File: config.mk
export PLATFORM = sky130hd
export DESIGN_NAME = sa_job_sequencer
export DESIGN_NICKNAME = d
export VERILOG_FILES = /design/src/rtl/sa_job_sequencer.sv
export SDC_FILE = /design/constraint.sdc
export NUM_CORES = 1
export LEC_CHECK = 0
export CAP_MARGIN = 10
export CORE_AREA = 2 2 209 211
export CTS_BUF_LIST = sky130_fd_sc_hd__clkbuf_8
export CTS_CLUSTER_SIZE = 30
export DETAILED_ROUTE_END_ITERATION = 16
export DIE_AREA = 0 0 211 213
export GPL_TIMING_DRIVEN = 0
export PLACE_DENSITY = 0.66
export SLEW_MARGIN = 20
export SYNTH_ARGS = -nofsm -noshare
export SYNTH_HDL_FRONTEND = slang
export SYNTH_SLANG_ARGS = --single-unit
File: constraint.sdc
create_clock -name clk_i -period 7.7 [get_ports clk_i]
set_input_delay 1.155 -clock clk_i [delete_from_list [all_inputs] [get_ports clk_i]]
set_output_delay 1.155 -clock clk_i [all_outputs]
set_load 0.005 [all_outputs]
File: src/rtl/sa_job_sequencer.sv
// ============================================================================
// sa_job_sequencer
// ----------------------------------------------------------------------------
// Runs one job on an NxN systolic array:
//   1. pulses the array accumulator clear,
//   2. fetches N packed operand rows from a row-addressed buffer, one read
//      outstanding at a time, starting at the base address latched at START,
//   3. writes each fetched row into the array register file,
//   4. enables the array for CMP_CYC compute cycles,
//   5. pulses DONE and returns to idle.
// The host reads the array results once DONE has pulsed.
//
// Ports
//   clk_i        clock; all state changes on the rising edge
//   rst_ni       asynchronous active-low reset
//   start_i      job request; only accepted while idle
//   base_i       first operand row address, sampled when start is accepted
//   abort_i      cancels a running job; takes priority over every transition
//   busy_o       high from start acceptance until the return to idle
//   done_o       one-cycle pulse on normal completion
//   rd_req_o     operand row read request (single cycle)
//   rd_addr_o    operand row address = base + row (wraps modulo 2^AW)
//   rd_valid_i   read response valid; only looked at while waiting for data
//   rd_data_i    packed operand row, element k at [k*DW +: DW]
//   sa_clr_o     array accumulator clear
//   sa_en_o      array enable
//   sa_write_o   array register-file write strobe
//   sa_idx_o     array register-file row index
//   sa_din_o     row data presented to the array register file
//
// Every output is a flop. The output flops are loaded from a decode of the
// next state, so each output lines up exactly with the state it belongs to.
// ============================================================================
module sa_job_sequencer #(
    parameter int N       = 8,
    parameter int DW      = 16,
    parameter int AW      = 8,
    parameter int CMP_CYC = 3 * N - 2
) (
    input  logic                    clk_i,
    input  logic                    rst_ni,
    input  logic                    start_i,
    input  logic [AW-1:0]           base_i,
    input  logic                    abort_i,
    output logic                    busy_o,
    output logic                    done_o,
    output logic                    rd_req_o,
    output logic [AW-1:0]           rd_addr_o,
    input  logic                    rd_valid_i,
    input  logic [2*N*DW-1:0]       rd_data_i,
    output logic                    sa_clr_o,
    output logic                    sa_en_o,
    output logic                    sa_write_o,
    output logic [$clog2(N)-1:0]    sa_idx_o,
    output logic [2*N*DW-1:0]       sa_din_o
);

    localparam int IW = $clog2(N);
    localparam int CW = $clog2(CMP_CYC + 1);
    localparam int RW = 2 * N * DW;

    localparam logic [IW-1:0] LAST_ROW = IW'(N - 1);
    localparam logic [CW-1:0] LAST_CNT = CW'(CMP_CYC - 1);

    typedef enum logic [2:0] {
        IDLE,
        CLEAR,
        REQ,
        WAIT,
        WRITE,
        COMPUTE,
        FIN
    } state_e;

    state_e          state_q, state_d;
    logic [AW-1:0]   base_q, base_d;
    logic [IW-1:0]   row_q, row_d;
    logic [CW-1:0]   cnt_q, cnt_d;

    logic            busy_q, busy_d;
    logic            done_q, done_d;
    logic            rd_req_q, rd_req_d;
    logic [AW-1:0]   rd_addr_q, rd_addr_d;
    logic            sa_clr_q, sa_clr_d;
    logic            sa_en_q, sa_en_d;
    logic            sa_write_q, sa_write_d;
    logic [IW-1:0]   sa_idx_q, sa_idx_d;
    logic [RW-1:0]   sa_din_q, sa_din_d;

    // ------------------------------------------------------------------------
    // Next-state logic. An abort from any busy state overrides everything,
    // including FIN, so an aborted job never produces DONE and a read
    // response arriving in the same cycle is not captured.
    // ------------------------------------------------------------------------
    always_comb begin
        state_d  = state_q;
        base_d   = base_q;
        row_d    = row_q;
        cnt_d    = cnt_q;
        sa_din_d = sa_din_q;

        if (abort_i && (state_q != IDLE)) begin
            state_d = IDLE;
        end else begin
            unique case (state_q)
                IDLE: begin
                    // A start coinciding with an abort is refused.
                    if (start_i && !abort_i) begin
                        base_d  = base_i;
                        row_d   = '0;
                        state_d = CLEAR;
                    end
                end
                CLEAR: begin
                    state_d = REQ;
                end
                REQ: begin
                    state_d = WAIT;
                end
                WAIT: begin
                    if (rd_valid_i) begin
                        sa_din_d = rd_data_i;
                        state_d  = WRITE;
                    end
                end
                WRITE: begin
                    if (row_q == LAST_ROW) begin
                        cnt_d   = '0;
                        state_d = COMPUTE;
                    end else begin
                        row_d   = row_q + 1'b1;
                        state_d = REQ;
                    end
                end
                COMPUTE: begin
                    if (cnt_q == LAST_CNT) begin
                        state_d = FIN;
                    end else begin
                        cnt_d = cnt_q + 1'b1;
                    end
                end
                FIN: begin
                    state_d = IDLE;
                end
                default: begin
                    state_d = IDLE;
                end
            endcase
        end
    end

    // ------------------------------------------------------------------------
    // Output decode from the next state. The array is only enabled while a
    // row is being written or during compute, so it never advances while an
    // operand read is pending. Address, index and row data hold their last
    // value outside the cycles in which they are meaningful.
    // ------------------------------------------------------------------------
    always_comb begin
        busy_d     = (state_d != IDLE);
        done_d     = (state_d == FIN);
        sa_clr_d   = (state_d == CLEAR);
        rd_req_d   = (state_d == REQ);
        sa_write_d = (state_d == WRITE);
        sa_en_d    = (state_d == WRITE) || (state_d == COMPUTE);
        rd_addr_d  = rd_addr_q;
        sa_idx_d   = sa_idx_q;

        if (state_d == REQ) begin
            rd_addr_d = base_d + AW'(row_d);
        end
        if (state_d == WRITE) begin
            sa_idx_d = row_d;
        end
    end

    // ------------------------------------------------------------------------
    // State and output registers.
    // ------------------------------------------------------------------------
    always_ff @(posedge clk_i or negedge rst_ni) begin
        if (!rst_ni) begin
            state_q    <= IDLE;
            base_q     <= '0;
            row_q      <= '0;
            cnt_q      <= '0;
            busy_q     <= 1'b0;
            done_q     <= 1'b0;
            rd_req_q   <= 1'b0;
            rd_addr_q  <= '0;
            sa_clr_q   <= 1'b0;
            sa_en_q    <= 1'b0;
            sa_write_q <= 1'b0;
            sa_idx_q   <= '0;
            sa_din_q   <= '0;
        end else begin
            state_q    <= state_d;
            base_q     <= base_d;
            row_q      <= row_d;
            cnt_q      <= cnt_d;
            busy_q     <= busy_d;
            done_q     <= done_d;
            rd_req_q   <= rd_req_d;
            rd_addr_q  <= rd_addr_d;
            sa_clr_q   <= sa_clr_d;
            sa_en_q    <= sa_en_d;
            sa_write_q <= sa_write_d;
            sa_idx_q   <= sa_idx_d;
            sa_din_q   <= sa_din_d;
        end
    end

    assign busy_o     = busy_q;
    assign done_o     = done_q;
    assign rd_req_o   = rd_req_q;
    assign rd_addr_o  = rd_addr_q;
    assign sa_clr_o   = sa_clr_q;
    assign sa_en_o    = sa_en_q;
    assign sa_write_o = sa_write_q;
    assign sa_idx_o   = sa_idx_q;
    assign sa_din_o   = sa_din_q;

endmodule

Word level (Yosys, flattened, before mapping)
Cells that the tools add are included.

Bits of input ports: 269. Flip-flop bits (word level): 292. Logic and storage cells: 57. Output and inout port bits: 273.

Reduce and logical (&&, ||, !) cells: 10. Mux-type cells: 16. Bitwise logic cells: 1. Equality and inequality tests: 14. Add/subtract/negate cells: 3.

Operators by type and width (number): 3-bit 2-to-1 mux (8); 8-bit 2-to-1 mux (3); 3-bit equality test, second input constant (6); 3-bit case mux with 6 select lines (1); 5-bit 2-to-1 mux (2); 5-bit case mux with 2 select lines (1); 3-bit by 2-bit equality test with 1-bit output, second input constant (3); 8-bit by 3-bit adder with 8-bit output (1); 3-bit by 1-bit equality test with 1-bit output, second input constant (2); 3-bit case mux with 2 select lines (1); 3-bit nonzero test (2); 5-bit by 1-bit adder with 5-bit output, second input constant (1); 5-bit equality test, second input constant (1); 2-bit inequality test, second input constant (2); 4-bit AND reduction (1); 3-bit by 1-bit adder with 3-bit output, second input constant (1); 3-bit logical NOT (1); 3-bit AND reduction (1); 1-bit logical AND (2); 2-bit nonzero test (1); 1-bit logical NOT (1); 1-bit logical OR (1); 1-bit inverter (1).

Logic depth before layout (Yosys ltp)
Depth in word-level cells: 7. Gate-level depth with buffers: 15. Gate-level depth less buffers: 13.

Least setup slack after synthesis
No wires, ideal clock.

Kind: input-to-reg. From: in abort_i. To: reg rd_addr_q[7], in the netlist rd_addr_o[7]. Path buffers: 2. Setup slack: 4.046 ns. Library setup time: 0.125 ns. Stages: 12. Data required time: 7.575 ns. Data arrival time: 3.530 ns. Cell sequence: buf_6 nor2_1 nand3_1 buf_1 mux2i_1 inv_1 ha_1 a211oi_1 nor3_1 xnor2_1 mux2i_1 mux2_2.

Word-level cells in the longest chain between the ends: 6. Elaborated cells between the ends (all ways): 14. Those cells by class: add/sub: 1; eq/ne: 1; mux: 9; reduce/logical: 3.

RTL lines: from (decl) (line 44) `input logic abort_i,`; 1-bit logical NOT (line 108) `if (start_i && !abort_i) begin`; 1-bit logical AND (line 108); 8-bit 2-to-1 mux (line 108); 8-bit 2-to-1 mux (line 105) `unique case (state_q)`; 8-bit 2-to-1 mux (*) (line 102) `if (abort_i && (state_q != IDLE)) begin`; net base_d[1] (line 76) `logic [AW-1:0] base_q, base_d;`; 8-bit by 3-bit adder with 8-bit output (*) (line 169) `rd_addr_d = base_d + AW'(row_d);`; to (signal assigned) (line 202) `rd_addr_q <= rd_addr_d;`; to (decl) (line 83) `logic [AW-1:0] rd_addr_q, rd_addr_d;`.

The timed path passes the listed nets; every way through them passes the cells marked *. A chain may end at the register's enable or synchronous reset.

Worst setup path after layout
From: in start_i. To: reg rd_addr_q[7], in the netlist rd_addr_o[7].

Word-level cells in the longest chain between the ends: 5. Elaborated cells between the ends (all ways): 12. Those cells by class: add/sub: 1; eq/ne: 1; mux: 9; reduce/logical: 1.

RTL lines: from (decl) (line 42) `input logic start_i,`; 1-bit logical AND (line 108); 8-bit 2-to-1 mux (line 108); 8-bit 2-to-1 mux (line 105); 8-bit 2-to-1 mux (line 102); net base_d[1] (line 76); 8-bit by 3-bit adder with 8-bit output (line 169).

The timed path passes the listed nets, and every way through them passes these cells.

==> run summary <==
The run finished with clean final reports. STA puts the critical path data required time at 8.20 ns. The multiplexer area fraction after synthesis is 2.01%, and the I/O pin count is 542. The average footprint of a synthesized cell is 9.13 um^2. The congestion estimate from routability-driven global placement came to 0.888. The detailed placement HPWL was 29.6 mm; the number of iterations in the first detailed-routing pass was 6.

The logs give 0 for the post-cts hold buffer count and 19.0% for the global routing usage on met1. The reg-to-reg startpoint is state_q[0]. Counting cells, the worst reg-to-reg path comes to 11. Measured along the x axis, the die boundary spans 211 um.

The later pin in the worst-skew pair is clocked with a latency of 0.61 ns. Of the total power, the clock network draws 23.3%. Summing all non-filler instances in the final layout gives an area of 0.0185 mm^2. For the final count of pins violating max slew, the log shows 0.

Of the post-synthesis cell area, the dominant cell type holds 64.2%. Global routing consumed, on the met3 layer, 6.69% of the routing resources. The H-tree was split into 2 levels. In the post-synthesis netlist, the biggest area contributors are dfrtp_1 (64%), nand2_1 (26%), clkbuf_1 (1.8%). Row generation in the floorplan step produced 76 rows.

Sequential cells burn 41.1% of the power. For this run, asynchronously set or reset flops after synthesis account for 100%. After technology mapping, the gate count stands at 1246.

The area of the placeable core was 0.0427 mm^2; the final hold slack was 0.461 ns. The hold violation total from the final report was 0; the wire length per cell after detailed routing was 16.0 um. The area overhead of the layout relative to synthesis is 62.9%, and the distinct cell type count after synthesis is 44.

The worst pin sits at a relative slew slack of 38.0%. From bottom edge to top edge, the die measures 213 um. The global-route wire length before repair is 59.4 mm. STA classifies the critical path startpoint as a primary input. After filler insertion, the fill cell instance count of the layout stands at 4131. Met2 track utilization from global routing: 29.4%. By area, the combinational part of the netlist is dominated by simple AND/OR/NAND/NOR gates. The internal power of the cells totals 4.16 mW. In the post-route analysis, the smallest setup slack over all paths is 3.82 ns. The final layout contains routed wiring with a total length of 38.9 mm. The total overflow left after global routing is 0. The endpoint identified for the worst register-to-register timing path is rd_addr_o[7].

For the minimum setup slack among reg-to-reg paths, the log shows 4.24 ns. The number of routed nets with antenna violations was 0; the count of placed standard cells including taps was 2335. The final antenna diode count was 0; the final worst clock skew was 0.0214 ns.

Fraction of power spent switching nets: 30.2%. Number of enable-type register cells in the synthesized netlist: 0. The logs give 0 for the number of antenna violations at the first check in global routing and 0.181 mV for the highest ir drop seen on vdd. Once placement finished, the instance area stood at 0.0176 mm^2.

The setup slack at placement came out at 3.18 ns. Counting instances in the post-synthesis netlist gives the leading cell types as nand2_1 (785), dfrtp_1 (292), clkbuf_1 (54). Setup repair after global routing left no endpoint under its margin. The post-CTS resize count was 0. Of all cell types, the one taking the most synthesized area is dfrtp_1.

For this configuration, the core starts out at a cell density of 26.6%. The all-layer global routing usage was 17.0%. Entering global routing, the biggest net connects 97 pins. In the synthesized netlist the dominant register cell turns out to be dfrtp_1. Once layout is complete, the cells apart from fillers number 2423.

The synthesized netlist devotes 28.1% of its cell area to simple gates. In this run the deepest clock path goes through 3 buffers. The tree built by TritonCTS fans out to 292 sinks. The leakage power is 9.05 nW, and the combinational power share is 35.6%. In this run the power spent charging and discharging nets is 1.79 mW. The period utilization works out to 50.4%.

Summing over every cut layer, the via total after detailed routing is 10400. The detail-routed via count per cell is 4.29. The critical setup path kind is primary input to register.

Dividing total power by cell area gives a power density of 321 mW/mm^2. Xor-xnor portion of the synthesized cell area: 0.770%. The data arrival time of the critical path came out at 4.38 ns. The die covers 0.0449 mm^2. Setup total negative slack on the finished layout was measured at 0 ns.

Netlist area before placement: 0.0114 mm^2. The adder-cell area share of the yosys netlist is 0.836%. Setup violations remaining at the end of the flow were counted as 0. TritonCTS built the clock tree. The worst-path maximum fanout is 10.

The number of design rule violations left after detail routing was 0; the number of global-route vias before repair was 10700. The busiest layer in global routing is met2. Port buffering added 540 buffers. After clock tree synthesis, the clock-pin slew on the worst setup and hold paths is 0.06 ns. Synthesis inferred 292 register bits. Based on the critical path, the design can be clocked at up to 258 MHz. After layout, the minimum clock period comes to 3.88 ns. STA classifies the critical path endpoint as a register. When the netlist entered floorplanning its net count stood at 1522.

The cell chosen for the clock root is clkbuf_8. The tool flagged a number of max-cap violations equal to 0. Counting the buffers created by CTS gives 53. The fraction of the mapped netlist area in compound gates is 1.59%, and the number of violations reported at the end of detailed-routing iteration 0 is 534. For this run, the number of Yosys warnings is 0. The slew at the pin closest to its max-slew limit is 0.920 ns, and the number of nets in the layout is 2120. Summing the sequential cell areas from Yosys gives 64.2% of the chip area.

The path class of the tightest hold or removal check is primary input to asynchronous set/reset pin. Of the cells placed in the final design, the portion with a size suffix greater than 1 is 5.43%. The most frequent cell after synthesis is nand2_1.

The number of setup buffers added after CTS is 0.
==> state kept, by name (all words and copies together) (netlist names) <==
name,count
base_q,8
sa_idx_o,3
sa_en_o,1
sa_write_o,1
sa_din_o,256
rd_req_o,1
busy_o,1
row_q,3
sa_clr_o,1
cnt_q,5
rd_addr_o,8
state_q,3
done_o,1
==> how the worst max path moves through the flow <==
| stage | cells past startpoint | slack (ns) | endpoint | start |
|---|---|---|---|---|
| global route | 11 | 3.61 | rd_addr_o[7] | start_i |
| floorplan | 12 | 4.05 | rd_addr_o[7] | abort_i |
| detailed placement | 11 | 3.18 | rd_addr_o[7] | start_i |
| CTS | 11 | 3.85 | rd_addr_o[7] | start_i |
| finish | 11 | 3.82 | rd_addr_o[7] | start_i |
| global placement | 1 | -7.31 | sa_din_o[69] | rst_ni |
==> stage by stage <==
stage / util (%) / power, mW
final: 43.4 / 5.95
after global routing: 43.4 / 6.36
after CTS: 43.4 / 6.04
after detailed placement: 41.1 / 4.61
after global placement: 40.9 / 4.57
after floorplan: - / 3.04
==> power by group through the flow <==
stage	combinational, mW	clock (mW)	sequential, mW
2_1_floorplan	0.570	0	2.47
6_report	2.12	1.38	2.44
5_1_grt	2.32	1.51	2.52
3_3_place_gp	2.12	0	2.45
4_1_cts	2.16	1.44	2.45
3_5_place_dp	2.15	0	2.46
==> kinds of logic after synthesis <==
family / after synthesis
AND/OR/NAND/NOR: 825
buffers and inverters: 69
AO/OA/AOI/OAI: 22
flip-flops: 292
multiplexers: 21
adder cells (fa/ha/maj): 7
XOR/XNOR: 10
==> layout by cell type (no fill, tap or decap), types with 2 or more instances in the layout <==
cell and count:
clkbuf_8 63, mux2_2 15, or3_1 3, clkbuf_1 54
buf_1 3, nand4_1 3, mux2i_1 6, a21oi_1 4
o21ai_0 4, inv_1 25, xor2_1 5, nor3_1 6
buf_6 3, clkinv_2 5, clkdlybuf4s50_1 539, ha_1 6
nand3_1 6, nor2_1 9, nand2_1 785, xnor2_1 5
clkinvlp_4 3, buf_16 3, dfrtp_1 292, o2111ai_1 3
o2bb2ai_1 2
==> final cells by class <==
cell class	count	area (um^2)	share of cell area, %
Multi-Input combinational cell	885	3790	20.4
Buffer	60	248	1.34
Clock buffer	63	867	4.68
Timing Repair Buffer	543	5490	29.6
Clock inverter	25	111	0.601
Tap cell	546	683	3.69
Inverter	9	33.8	0.182
Sequential cell	292	7310	39.4
==> metal layers <==
metal | vias up | part of all wire (%) | wire, um
li1 | 5024 | - | -
met1 | 4888 | 38 | 14900
met2 | 397 | 49 | 19200
met3 | 78 | 9.3 | 3600
met4 | 0 | 2.9 | 1130
met5 | - | 0 | 0
==> critical path, cell delays in order <==
cell and delay [ns]:
clkdlybuf4s50_1 0.45, nand3_1 0.19, buf_1 0.50, mux2i_1 0.37, inv_1 0.11, ha_1 0.28, a211oi_1 0.60, nor3_1 0.18
xnor2_1 0.18, mux2i_1 0.09, mux2_2 0.28
Power figures use the tool's default switching activity.
